$ cat config.mk
export PLATFORM = sky130hd
export DESIGN_NAME = rr_arb_mux
export DESIGN_NICKNAME = d
export VERILOG_FILES = /design/src/rtl/rr_arb_mux.sv
export SDC_FILE = /design/constraint.sdc
export NUM_CORES = 1
export LEC_CHECK = 0
export ABC_AREA = 1
export CAP_MARGIN = 20
export CORE_AREA = 4 4 437 439
export DETAILED_ROUTE_END_ITERATION = 10
export DIE_AREA = 0 0 441 443
export SETUP_SLACK_MARGIN = 0.05
export SYNTH_ARGS = -nofsm -noshare
export SYNTH_HDL_FRONTEND = slang
export SYNTH_SLANG_ARGS = --single-unit
$ cat constraint.sdc
create_clock -name clock -period 15.2 [get_ports clock]
set_clock_uncertainty 0.2 [all_clocks]
set_input_delay 3.04 -clock clock [delete_from_list [all_inputs] [get_ports clock]]
set_output_delay 3.04 -clock clock [all_outputs]
set_load 0.1 [all_outputs]
$ cat src/rtl/rr_arb_mux.sv
// rr_arb_mux: registered N:1 word multiplexer with an internal arbiter.
// CHANNELS requesters present valid/data. One of them is granted, either
// round-robin (MODE=0) or by fixed lowest-index priority (MODE=1). The
// winning word is captured into a single-entry output register that drains
// through a valid/ready handshake.
module rr_arb_mux #(
  parameter int WIDTH    = 32,
  parameter int CHANNELS = 32,
  parameter int SEL_BITS = 5,
  parameter int MODE     = 0
) (
  input  logic                      clock,
  input  logic                      reset,
  input  logic [CHANNELS-1:0]       in_valid,
  input  logic [CHANNELS*WIDTH-1:0] in_data,
  output logic [CHANNELS-1:0]       in_ready,
  output logic                      out_valid,
  output logic [WIDTH-1:0]          out_data,
  output logic [SEL_BITS-1:0]       out_channel,
  input  logic                      out_ready
);

  // Round-robin pointer: the channel searched first on the next grant.
  logic [SEL_BITS-1:0] pointer;
  logic [SEL_BITS-1:0] grant_idx;
  logic                grant_found;
  logic [CHANNELS-1:0] grant;
  logic                load;
  logic                transfer;
  logic [WIDTH-1:0]    grant_word;

  // Channel index arithmetic wraps at CHANNELS rather than 2**SEL_BITS,
  // so unused index values are never produced.
  function automatic logic [SEL_BITS-1:0] wrap_index(input logic [SEL_BITS-1:0] base,
                                                     input int offset);
    int sum;
    sum = int'(base) + offset;
    if (sum >= CHANNELS) sum = sum - CHANNELS;
    return sum[SEL_BITS-1:0];
  endfunction

  // Arbitration: the search runs from lowest to highest priority, so the
  // last matching channel that is written is the winner.
  always_comb begin
    grant_found = 1'b0;
    grant_idx   = '0;
    if (MODE == 1) begin
      for (int i = CHANNELS - 1; i >= 0; i--) begin
        if (in_valid[i]) begin
          grant_found = 1'b1;
          grant_idx   = i[SEL_BITS-1:0];
        end
      end
    end else begin
      for (int k = CHANNELS - 1; k >= 0; k--) begin
        if (in_valid[wrap_index(pointer, k)]) begin
          grant_found = 1'b1;
          grant_idx   = wrap_index(pointer, k);
        end
      end
    end
  end

  // Handshake: the register can accept a word when empty or draining. The
  // grant is suppressed during reset so nothing is consumed in that cycle.
  always_comb begin
    grant = '0;
    if (grant_found) grant[grant_idx] = 1'b1;
    load       = !out_valid || out_ready;
    in_ready   = (load && !reset) ? grant : '0;
    transfer   = grant_found && load && !reset;
    grant_word = in_data[int'(grant_idx) * WIDTH +: WIDTH];
  end

  // Output register and pointer update. A load replaces the word in the
  // same edge that drains it; a drain with no load only clears valid.
  always_ff @(posedge clock) begin
    if (reset) begin
      out_valid   <= 1'b0;
      out_data    <= '0;
      out_channel <= '0;
      pointer     <= '0;
    end else if (transfer) begin
      out_valid   <= 1'b1;
      out_data    <= grant_word;
      out_channel <= grant_idx;
      if (MODE == 0) pointer <= wrap_index(grant_idx, 1);
    end else if (out_ready) begin
      out_valid <= 1'b0;
    end
  end

endmodule

==> results.tsv <==
stage	metric	value	unit
floorplan	Die Y	443	um
critical_path	crit-path max cell delay	1.16	ns
clock_network	CTS tree	yes	
critical_path	Crit path max-delay family	simple AND/OR/NAND/NOR gates	
sta	count of final hold-check violations	0	
clock_network	postcts setup bufs	0	
placed_design	detailed placement HPWL	146000	um
sta	Tmin final	12.73	ns
yosys	Post-Synth XOR/XNOR Area	1.13	%
cells_and_area	layout cells sized above 1	2.65	%
critical_path	CP bufs+invs	5	
grt	grt total ovfl	0	
sta	Slew Limit Fails	0	
detailed_routing	vias post-DR	31192	
critical_path	startpoint types	input port	
placed_design	port buffer count	1128	
yosys	largest family of logic cells by synthesized area	simple AND/OR/NAND/NOR gates	
floorplan	IO Count	1129	
yosys	Mapped Avg Cell Area	4.73	um^2
detailed_routing	WL final	176000	um
grt	GRT Util Overall	16.8	%
yosys	simple-gate share of the synthesized area	70.9	%
yosys	post-synthesis mux area share	0	%
job	max cap viols	0	
critical_path	crit end category	primary output	
clock_network	clock latency at the later pin of the worst-skew pair	0.31	ns
yosys	Seq cells post-synth	43	
floorplan	core area	0.187	mm^2
floorplan	cell row count	159	
clock_network	Worst-path clk slew	0.07	ns
critical_path	flop-to-flop setup slack	5.65	ns
clock_network	number of buffers created by CTS	5	
hold_path	Hold EP	out_data[16]	
critical_path	Critical R2R Launch	pointer[1]	
floorplan	Die Width	441	um
critical_path	CP max FO	68	
clock_network	Sink Count	43	
run_status	status	complete, no violations	
clock_network	Max clock buf depth	2	
grt	first-pass GRT wire length	234000	um
cells_and_area	Finished Layout Cells	7405	
yosys	EDFF count, synth	0	
sta	Worst-Margin Slew	1.16	ns
detailed_routing	Avg WL per Cell	23.7	um
critical_path	cell mode on critical path	nand2_1	
sta	Worst slew margin	22.5	%
placed_design	Placer Congestion	0.945	
sta	Period Utilization, post-route	83.8	%
yosys	asr flop ratio synth	0	%
yosys	Syn. warnings	0	
hold_path	worst min path class	reg2reg	
detailed_routing	Post-DRT Antenna Nets	0	
grt	vias in the first global route	29340	
cells_and_area	leading cell type in the layout, fill and taps excluded	nand2_1	
critical_path	reg2reg end	out_data[12]	
yosys	cell area after synthesis	0.0191	mm^2
placed_design	placed insts	7389	
hold_path	hold depth	2	
detailed_routing	DRT Pass-1 Iters	7	
clock_network	H-tree depth	2	
yosys	sequential share of the synthesized area	4.52	%
sta	final setup vio count	0	
yosys	Synth cell types	41	
hold_path	hold wc startpoint	out_data[16]	
cells_and_area	Syn-to-layout area delta	70.0	%
detailed_routing	Via density	4.21	
critical_path	slowest cell on the critical path	clkdlybuf4s50_1	
sta	setup TNS	0	ns
yosys	Post-Synth Adder-Cell Area	1.12	%
grt	pin count of the biggest net entering global routing	213	
floorplan	total die area	0.195	mm^2
clock_network	hold buffer count at cts	0	
cells_and_area	fin nets	5977	
clock_network	post-cts resize count	0	
critical_path	R2R depth	53	
grt	antenna violations before repair	34	
critical_path	critical path type	in2out	
cells_and_area	commonest cells after routing, fill and taps aside	1576 x nand2_1, 1187 x nand3_1, 1105 x clkdlybuf4s50_1, 428 x inv_1, 161 x nand3b_1	
critical_path	CP arrival	9.49	ns
detailed_routing	initial detailed-routing violation count	3534	
sta	Achievable Freq	78.5	MHz
clock_network	root buffer cell	clkbuf_16	
yosys	Post-Syn Nets	5110	
sta	RSZ-0062 raised after global routing	false	
detailed_routing	DRC	0	
yosys	compound-gate portion of the synthesized area	4.89	%
floorplan	Initial Utilization	10.2	%
yosys	ys flop type	dfxtp_1	
yosys	Mapped Cells	4034	
critical_path	Req. time, crit path	11.96	ns
[layer usage]
metal	part of all wire (%)	track usage (%)	routed length [um]	vias up
met5	0.12	0	208	-
li1	-	-	-	14668
met1	42	22.4	73600	14652
met2	46	27.6	80600	1664
met4	2.5	3.81	4400	34
met3	9.6	3.66	16800	174
[through the flow]
stage | hold slack, ns | util (%) | setup slack, ns | area (um^2)
after global routing | 0.290 | 17.3 | 1.85 | 32400
final | 0.274 | 17.3 | 2.47 | 32400
after detailed placement | 0.262 | 17.2 | 2.30 | 32200
after global placement | 0.259 | 17.2 | 2.17 | 32200
after CTS | 0.278 | 17.3 | 2.29 | 32400
after floorplan | 0.496 | - | 4.47 | 19100
[final cells by class]
cell class / count / area, um^2
fillers: 22026 / 155000
inverters: 456 / 1720
diodes: 8 / 20.0
multi-input cells: 3225 / 14900
clock buffers: 5 / 125
well taps: 2495 / 3120
clock inverters: 3 / 23.8
repair buffers: 1170 / 11600
flip-flops and latches: 43 / 862
[synth_stat cells, types with 9 or more instances]
library cell | instances | area (um^2)
a21oi_1 | 105 | 526
a31oi_1 | 15 | 93.8
buf_1 | 9 | 33.8
buf_2 | 142 | 711
buf_4 | 42 | 315
buf_6 | 15 | 169
clkbuf_1 | 101 | 379
dfxtp_1 | 43 | 861
ha_1 | 17 | 213
inv_1 | 430 | 1610
inv_2 | 23 | 86.3
nand2_1 | 1577 | 5920
nand3_1 | 1187 | 5940
nand3b_1 | 161 | 1210
nor2_1 | 70 | 263
o21ai_0 | 28 | 140
xor2_1 | 11 | 96.3
[cells by family (layout without fill, tap and decap cells)]
logic type	Yosys count	count (layout)
and+or+nand+nor	3022	3022
buffers and inverters	766	1634
AOI/OAI and AO/OA	170	170
DFF	43	43
adders and majority gates	17	17
xor gates and xnor gates	16	16
other	0	8
[worst max-delay path by stage]
stage | from | to | slack, ns | depth (start not counted)
4_1_cts | in_valid[0] | in_ready[15] | 2.29 | 43
5_1_grt | in_valid[0] | in_ready[15] | 1.85 | 46
3_3_place_gp | in_valid[0] | in_ready[3] | 2.17 | 45
2_1_floorplan | in_valid[26] | in_ready[11] | 4.47 | 43
3_5_place_dp | in_valid[0] | in_ready[15] | 2.30 | 43
6_report | in_valid[0] | in_ready[15] | 2.47 | 45
[sequential cells by signal, indices dropped and copies added (netlist names)]
signal and flops:
out_valid 1, out_data 32, out_channel 5, pointer 5
[worst register-to-register path: cells and delay by family (launching register included)]
family / cells / cell delay [ns]
adder cells (fa/ha/maj): 1 / 0.92
buffers and inverters: 7 / 3.68
AND/OR/NAND/NOR: 45 / 4.34
flip-flops: 1 / 0.31
Power is left out: the tool's default activity adds up to more than one toggle a clock period on the data nets, which glitch-free logic cannot reach.
